## src/rtl/bcd_to_bin_pkg.sv

```systemverilog
// bcd_to_bin_pkg: shared constants, state encoding and digit helper for the BCD converters.
`default_nettype none

package bcd_to_bin_pkg;

  typedef enum logic [1:0] {
    ST_IDLE  = 2'd0,
    ST_SHIFT = 2'd1,
    ST_DONE  = 2'd2
  } state_e;

  localparam int         BCD_ITER       = 9;
  localparam int         BCD_MAX_DIGIT  = 9;
  localparam logic [3:0] BCD_ADJ_THRESH = 4'd8;
  localparam logic [3:0] BCD_ADJ_SUB    = 4'd3;
  localparam logic [3:0] BCD_LAST_CNT   = 4'(BCD_ITER - 1);

  function automatic logic digit_invalid(input logic [3:0] d);
    return d > 4'(BCD_MAX_DIGIT);
  endfunction

endpackage

`default_nettype wire

```

## src/rtl/bcd_nibble_adj.sv

```systemverilog
// bcd_nibble_adj: reverse double-dabble correction, subtracts 3 from a nibble that is 8 or more.
`default_nettype none

module bcd_nibble_adj
  import bcd_to_bin_pkg::*;
(
  input  logic [3:0] nib_i,
  output logic [3:0] nib_o
);

  assign nib_o = (nib_i >= BCD_ADJ_THRESH) ? (nib_i - BCD_ADJ_SUB) : nib_i;

endmodule

`default_nettype wire

```

## src/rtl/bcd_to_bin.sv

```systemverilog
// bcd_to_bin: sequential three-digit BCD to 8-bit binary converter (reverse double-dabble,
// one bit per clock, fixed 10-cycle latency from capture to the done pulse).
`default_nettype none

module bcd_to_bin
  import bcd_to_bin_pkg::*;
(
  input  logic       clk,
  input  logic       rst,
  input  logic       start,
  input  logic [1:0] bcd2,
  input  logic [3:0] bcd1,
  input  logic [3:0] bcd0,
  output logic [7:0] bin,
  output logic       ovf,
  output logic       err,
  output logic       busy,
  output logic       done
);

  state_e     state_q, state_d;
  logic [3:0] cnt_q,   cnt_d;
  logic [9:0] bcd_q,   bcd_d;
  logic [8:0] sr_q,    sr_d;
  logic       inv_q,   inv_d;
  logic [7:0] bin_q,   bin_d;
  logic       ovf_q,   ovf_d;
  logic       err_q,   err_d;

  logic [9:0] bcd_sh;
  logic [8:0] bin_sh;
  logic [3:0] tens_adj;
  logic [3:0] units_adj;

  // The {BCD,binary} pair shifted right by one: BCD LSB falls into the binary MSB.
  assign bcd_sh = {1'b0, bcd_q[9:1]};
  assign bin_sh = {bcd_q[0], sr_q[8:1]};

  bcd_nibble_adj u_adj_tens (
    .nib_i (bcd_sh[7:4]),
    .nib_o (tens_adj)
  );

  bcd_nibble_adj u_adj_units (
    .nib_i (bcd_sh[3:0]),
    .nib_o (units_adj)
  );

  always_ff @(posedge clk) begin
    if (rst) begin
      state_q <= ST_IDLE;
      cnt_q   <= 4'd0;
      bcd_q   <= 10'd0;
      sr_q    <= 9'd0;
      inv_q   <= 1'b0;
      bin_q   <= 8'h00;
      ovf_q   <= 1'b0;
      err_q   <= 1'b0;
    end else begin
      state_q <= state_d;
      cnt_q   <= cnt_d;
      bcd_q   <= bcd_d;
      sr_q    <= sr_d;
      inv_q   <= inv_d;
      bin_q   <= bin_d;
      ovf_q   <= ovf_d;
      err_q   <= err_d;
    end
  end

  always_comb begin
    state_d = state_q;
    cnt_d   = cnt_q;
    bcd_d   = bcd_q;
    sr_d    = sr_q;
    inv_d   = inv_q;
    bin_d   = bin_q;
    ovf_d   = ovf_q;
    err_d   = err_q;

    unique case (state_q)
      // The DONE cycle is also the first point a new request can be sampled, so a
      // continuously held start yields one conversion every 10 cycles.
      ST_IDLE, ST_DONE: begin
        state_d = ST_IDLE;
        if (start) begin
          bcd_d   = {bcd2, bcd1, bcd0};
          sr_d    = 9'd0;
          cnt_d   = 4'd0;
          inv_d   = digit_invalid(bcd1) | digit_invalid(bcd0);
          state_d = ST_SHIFT;
        end
      end
      ST_SHIFT: begin
        bcd_d = {bcd_sh[9:8], tens_adj, units_adj};
        sr_d  = bin_sh;
        cnt_d = cnt_q + 4'd1;
        if (cnt_q == BCD_LAST_CNT) begin
          state_d = ST_DONE;
          if (inv_q) begin
            bin_d = 8'h00;
            ovf_d = 1'b0;
            err_d = 1'b1;
          end else begin
            bin_d = bin_sh[7:0];
            ovf_d = bin_sh[8];
            err_d = 1'b0;
          end
        end
      end
      default: state_d = ST_IDLE;
    endcase
  end

  assign bin  = bin_q;
  assign ovf  = ovf_q;
  assign err  = err_q;
  assign busy = (state_q == ST_SHIFT);
  assign done = (state_q == ST_DONE);

endmodule

`default_nettype wire

```

## config.mk

```make
export PLATFORM = sky130hd
export DESIGN_NAME = bcd_to_bin
export DESIGN_NICKNAME = d
export VERILOG_FILES = /design/src/rtl/bcd_to_bin_pkg.sv /design/src/rtl/bcd_nibble_adj.sv /design/src/rtl/bcd_to_bin.sv
export SDC_FILE = /design/constraint.sdc
export NUM_CORES = 1
export LEC_CHECK = 0
export ABC_AREA = 1
export BUFFER_PORTS_ARGS = -buffer_cell sky130_fd_sc_hd__buf_2
export CORE_MARGIN = 1
export CORE_UTILIZATION = 44
export DETAILED_ROUTE_END_ITERATION = 10
export PLACE_DENSITY_LB_ADDON = 0.1
export SLEW_MARGIN = 40
export SYNTH_ARGS = -nofsm -noshare
export SYNTH_HDL_FRONTEND = slang
export SYNTH_SLANG_ARGS = --single-unit
```

## constraint.sdc

```tcl
create_clock -name clk -period 1.83 [get_ports clk]
set_clock_uncertainty 0.15 [all_clocks]
set_input_delay 0.183 -clock clk [delete_from_list [all_inputs] [get_ports clk]]
set_output_delay 0.183 -clock clk [all_outputs]
set_load 0.02 [all_outputs]
```

* Yosys cells after proc, flatten, opt, wreduce, memory -nomap -nowiden *
Index checks and enable logic that the tools add are counted.

storage, ports and cells
  ROM bits = 0
  logic and storage cells = 41
  bits of input ports = 13
  RAM bits = 0
  output and inout port bits = 12
  register bits = 36
  memories kept = 0
  bits in latches = 0

cells by class
  div/mod/pow operators = 0
  order comparisons = 4
  shifts and indexed selects = 0
  eq/ne operators = 5
  multipliers = 0
  mux-type cells = 14
  reductions and logical operators = 6
  add/subtract/negate cells = 3
  bitwise operators = 1

operator list
  kind                                                                      number
  10-bit case mux with 2 select lines                                       1
  9-bit case mux with 2 select lines                                        1
  4-bit two-way mux                                                         3
  10-bit two-way mux                                                        1
  9-bit two-way mux                                                         1
  4-bit greater-or-equal comparator (second input constant)                 2
  4-bit greater-than comparator (second input constant)                     2
  8-bit two-way mux                                                         1
  4-bit case mux with 2 select lines                                        1
  4-bit by 2-bit subtractor with 4-bit output (second input constant)       2
  2-bit AND reduction                                                       3
  4-bit by 1-bit adder with 4-bit output (second input constant)            1
  4-bit == test (second input constant)                                     1
  2-bit case mux with 2 select lines                                        1
  1-bit two-way mux                                                         3
  2-bit by 1-bit == test with 1-bit output (second input constant)          1
  2-bit == test (second input constant)                                     1
  2-bit zero test                                                           1
  2-bit two-way mux                                                         1
  2-bit by 1-bit inequality test with 1-bit output (second input constant)  1
  2-bit inequality test (second input constant)                             1
  2-bit nonzero test                                                        1
  2-bit OR reduction                                                        1
  1-bit OR                                                                  1

* Logic depth before layout (Yosys ltp) *
  depth in word-level cells = 4
  depth in mapped cells = 8
  depth with buffers taken out = 7

* By module *
From an unflattened synthesis, not the netlist that was laid out.

second synthesis, totals
  cell total of the unflattened synthesis = 257
  area total of the unflattened synthesis = 1790.5 um^2

modules (own cells, without submodules)
  module          cells each  area an instance (um^2)  times used  seq. area each (um^2)
  bcd_to_bin      225         1612.8                   1           700.7
  bcd_nibble_adj  16          88.8                     2           0.0

* Worst setup path after synthesis *
No wires, ideal clock.

  kind = reg-to-reg
  start = register cnt_q[0]
  end = register bin_q[0] (netlist: bin[0])
  path slack = 516 ps
  library setup time = 73 ps
  required time = 1607 ps
  stages on the path, launching flop included = 9
  arrival time = 1091 ps
  period minus slack after synthesis = 1314 ps
  buffers on the path = 1
  cell sequence = dfxtp_1 -> inv_1 -> ha_1 -> nand2_1 -> nor2_1 -> nand2_1 -> buf_2 -> nand2_1 -> a21oi_1

on the way
  longest elaborated chain between the ends = 2

RTL lines
  item                           line              source
  start: declaration             bcd_to_bin.sv:22  logic [3:0] cnt_q, cnt_d;
  start signal: assignment       bcd_to_bin.sv:61  cnt_q <= cnt_d;
  4-bit == test                  bcd_to_bin.sv:98  if (cnt_q == BCD_LAST_CNT) begin
  2-bit AND reduction (no line)  --
  end signal: assignment         bcd_to_bin.sv:65  bin_q <= bin_d;
  end: declaration               bcd_to_bin.sv:26  logic [7:0] bin_q, bin_d;

No other way between the ends.
A chain may end at the register's enable or synchronous reset.

* Final worst setup path *
  start = register state_q[0]
  end = output port busy

on the way
  longest elaborated chain between the ends = 1

RTL lines
  item                                      line               source
  start: declaration                        bcd_to_bin.sv:21   state_e state_q, state_d;
  start signal: assignment                  bcd_to_bin.sv:60   state_q <= state_d;
  2-bit by 1-bit == test with 1-bit output  bcd_to_bin.sv:118  assign busy = (state_q == ST_SHIFT);
  end: declaration                          bcd_to_bin.sv:17   output logic busy,

No other way between the ends.

==> flow_metrics.env <==
export IMPL_status="completed"
export IMPL_io_buffers=24
export IMPL_synth_enable_flop_cells=0
export IMPL_power_frac_comb=0.127
export IMPL_cts_buffer_depth=2
export IMPL_critPathKind="reg2out"
export IMPL_grt_max_degree=27
export IMPL_cts_resized=0
export IMPL_ant_nets=0
export IMPL_synth_cells_most_frequent="nand2_1 (50), dfxtp_1 (35), a21oi_1 (21)"
export IMPL_worst_slew_pin_slew_ns=0.3686
export IMPL_reg2reg_depth=7
export IMPL_ir_drop_uv=451.0
export IMPL_hold_worst_slack_ns=0.04884
export IMPL_syn_area_per_cell_um2=7.609
export IMPL_finalHoldViolations=0
export IMPL_final_layout_size_suffix_gt1_frac=0.2389
export IMPL_area_delta_synth_final_pct=13.54
export IMPL_fmax_mhz=585.9
export IMPL_synthCells=221
export IMPL_p_leak_nw=0.8249
export IMPL_clk_pin_slew_ns=0.07
export IMPL_cts_tree="yes"
export IMPL_slowest_stage="dfxtp_1"
export IMPL_fin_cells=295
export IMPL_hp_class="in2reg"
export IMPL_first_iter_violations=60
export IMPL_gr_usage_met3=0.04107
export IMPL_r2r_start="cnt_q[0]"
export IMPL_synth_cell_types=23
export IMPL_cp_required_ns=1.50
export IMPL_rsz0062_at_grt="false"
export IMPL_synth_seq_cells=35
export IMPL_hpwl_mm=2.384
export IMPL_wl_per_cell_um=11.84
export IMPL_slowest_delay_ns=0.40
export IMPL_power_w=0.001577
export IMPL_drt_wl_total_mm=3.493
export IMPL_met1_usage=0.2622
export IMPL_min_delay_start="bcd1[0]"
export IMPL_clock_sinks=35
export IMPL_endpoint_kind="output port"
export IMPL_arrival_ns=1.37
export IMPL_fin_crit_sh=0.9327
export IMPL_worstPathMaxFanout=15
export IMPL_switching_share=0.2703
export IMPL_gr_total_overflow=0
export IMPL_dp_cells=287
export IMPL_ios=25
export IMPL_nets=266
export IMPL_hold_end="bcd_q[4]"
export IMPL_setup_violations=0
export IMPL_die_x_um=63.82
export IMPL_holdPathStages=5
export IMPL_cap_violations=0
export IMPL_die_h_um=63.82
export IMPL_insertion_delay_ns=0.28
export IMPL_top_usage_layer="met2"
export IMPL_cts_buffers=5
export IMPL_start_util=0.4593
export IMPL_synthesis_nets=240
export IMPL_ys_seq_area_frac=0.4167
export IMPL_grt_pass1_vias=1292
export IMPL_syn_cell_area_mm2=0.001682
export IMPL_power_density_mw_per_mm2=826.1
export IMPL_slew_violations=0
export IMPL_core_area_mm2=0.003661
export IMPL_cts_root_buf="clkbuf_8"
export IMPL_finalWeightedCongestion=0.7712
export IMPL_synth_largest_area_cell="dfxtp_1"
export IMPL_rrSetupSlack_ns=0.32
export IMPL_h_tree_depth=2
export IMPL_fin_crit_ns=1.707
export IMPL_grt_total_usage=0.1924
export IMPL_die_area_mm2=0.004073
export IMPL_synthFlopType="dfxtp_1"
export IMPL_p_clk_frac=0.356
export IMPL_fp_row_count=22
export IMPL_cp_cell_sequence="inv_2 > nor2_4 > buf_4 > buf_2"
export IMPL_synth_top_area_frac=0.4167
export IMPL_grtUsageMet2=0.2859
export IMPL_async_flop_share=0
export IMPL_synth_most_common_cell="nand2_1"
export IMPL_drtPass1Iterations=4
export IMPL_tns_ns=0
export IMPL_antenna_found_initial=0
export IMPL_via_count=1410
export IMPL_via_per_inst=4.780
export IMPL_yosysWarningCount=0
export IMPL_r2r_end="bin[1]"
export IMPL_grt_pass1_wl_mm=5.947
export IMPL_p_seq_frac=0.517
export IMPL_slew_headroom=0.7537
export IMPL_fillers=379
export IMPL_synthTopCellsByArea="dfxtp_1 (42%), nand2_1 (11%), a21oi_1 (6.3%)"
export IMPL_intPower_w=0.001151
export IMPL_critPathLaunchType="flop"
export IMPL_diodes=0
export IMPL_drc=0
export IMPL_switchingPower_w=0.0004264
-- repair_timing --
item                                   CTS  global route
setup buffers                            0             0
hold buffers                             1             0
endpoints found under the hold margin    1             0
-- critical path, delay by kind of cell (launching register included) --
| kind | cells | cell delay (ns) |
|---|---|---|
| AND/OR/NAND/NOR | 1 | 0.15 |
| buffers and inverters | 3 | 0.54 |
| flip-flops | 1 | 0.40 |
-- worst max-delay path by stage --
| stage | startpoint | endpoint | slack (ns) | cells past startpoint |
|---|---|---|---|---|
| 2_1_floorplan | cnt_q[0] | bin[0] | 0.52 | 8 |
| 3_3_place_gp | cnt_q[0] | err | 0.35 | 7 |
| 3_5_place_dp | cnt_q[0] | bin[1] | 0.33 | 7 |
| 4_1_cts | state_q[0] | busy | 0.11 | 4 |
| 5_1_grt | state_q[0] | busy | 0.07 | 4 |
| 6_report | state_q[0] | busy | 0.12 | 4 |
-- per-stage QoR --
stage | cell area, um2 | util | worst slack [ns]
final | 1909 | 0.5215 | 0.1232
after global placement | 1812 | 0.4949 | 0.3464
after detailed placement | 1812 | 0.4949 | 0.3275
after global routing | 1909 | 0.5215 | 0.07104
after floorplan | 1682 | - | 0.5165
after CTS | 1909 | 0.5215 | 0.1103
-- power groups by stage --
stage	sequential (W)	clock, W	combinational (W)
2_1_floorplan	0.000826	0	0.000162
3_3_place_gp	0.000832	0	0.000200
3_5_place_dp	0.000832	0	0.000200
4_1_cts	0.000815	0.000575	0.000203
5_1_grt	0.000818	0.000603	0.000231
6_report	0.000815	0.000561	0.000201
-- placed cells by master, fill, tap and decap left out, drive strengths merged --
cell type,count
a211oi,1
dlygate4sd3,1
dfxtp,35
clkbuf,6
a21oi,30
buf,28
nand2,62
ha,6
inv,22
clkinv,2
nand4,9
nor2,18
nand3,12
o211ai,2
o21ai,12
xor2,1
-- area by class of cell --
| type | instances | area, um2 | share of cell area |
|---|---|---|---|
| multi-input combinational | 153 | 814.5 | 0.4266 |
| sequential | 35 | 700.7 | 0.3670 |
| timing repair buffer | 29 | 160.2 | 0.08388 |
| inverter | 23 | 86.33 | 0.04522 |
| clock buffer | 6 | 82.58 | 0.04325 |
| tap | 48 | 60.06 | 0.03145 |
| clock inverter | 1 | 5.005 | 0.002621 |
-- flip-flops by register name, summed over array words and instances, names as in the netlist --
register / cells
bcd_q: 10
bin: 8
cnt_q: 4
err: 1
inv_q: 1
ovf: 1
sr_q: 8
state_q: 2
-- routing by layer --
layer,vias to the layer above,wire (um)
li1,761,-
met1,618,1803
met2,25,1479
met3,6,148
met4,0,61
met5,-,0
-- cell families (layout without fill, tap and decap cells) --
logic type                 count (synthesis)  after routing  synth area share
and+or+nand+nor                          101            101            0.2760
adders and majority gates                  6              6           0.04464
buffers and inverters                     33             59           0.09895
DFF                                       35             35            0.4167
AOI/OAI and AO/OA                         45             45            0.1585
xor gates and xnor gates                   1              1          0.005209
(Power assumes the default switching activity.)
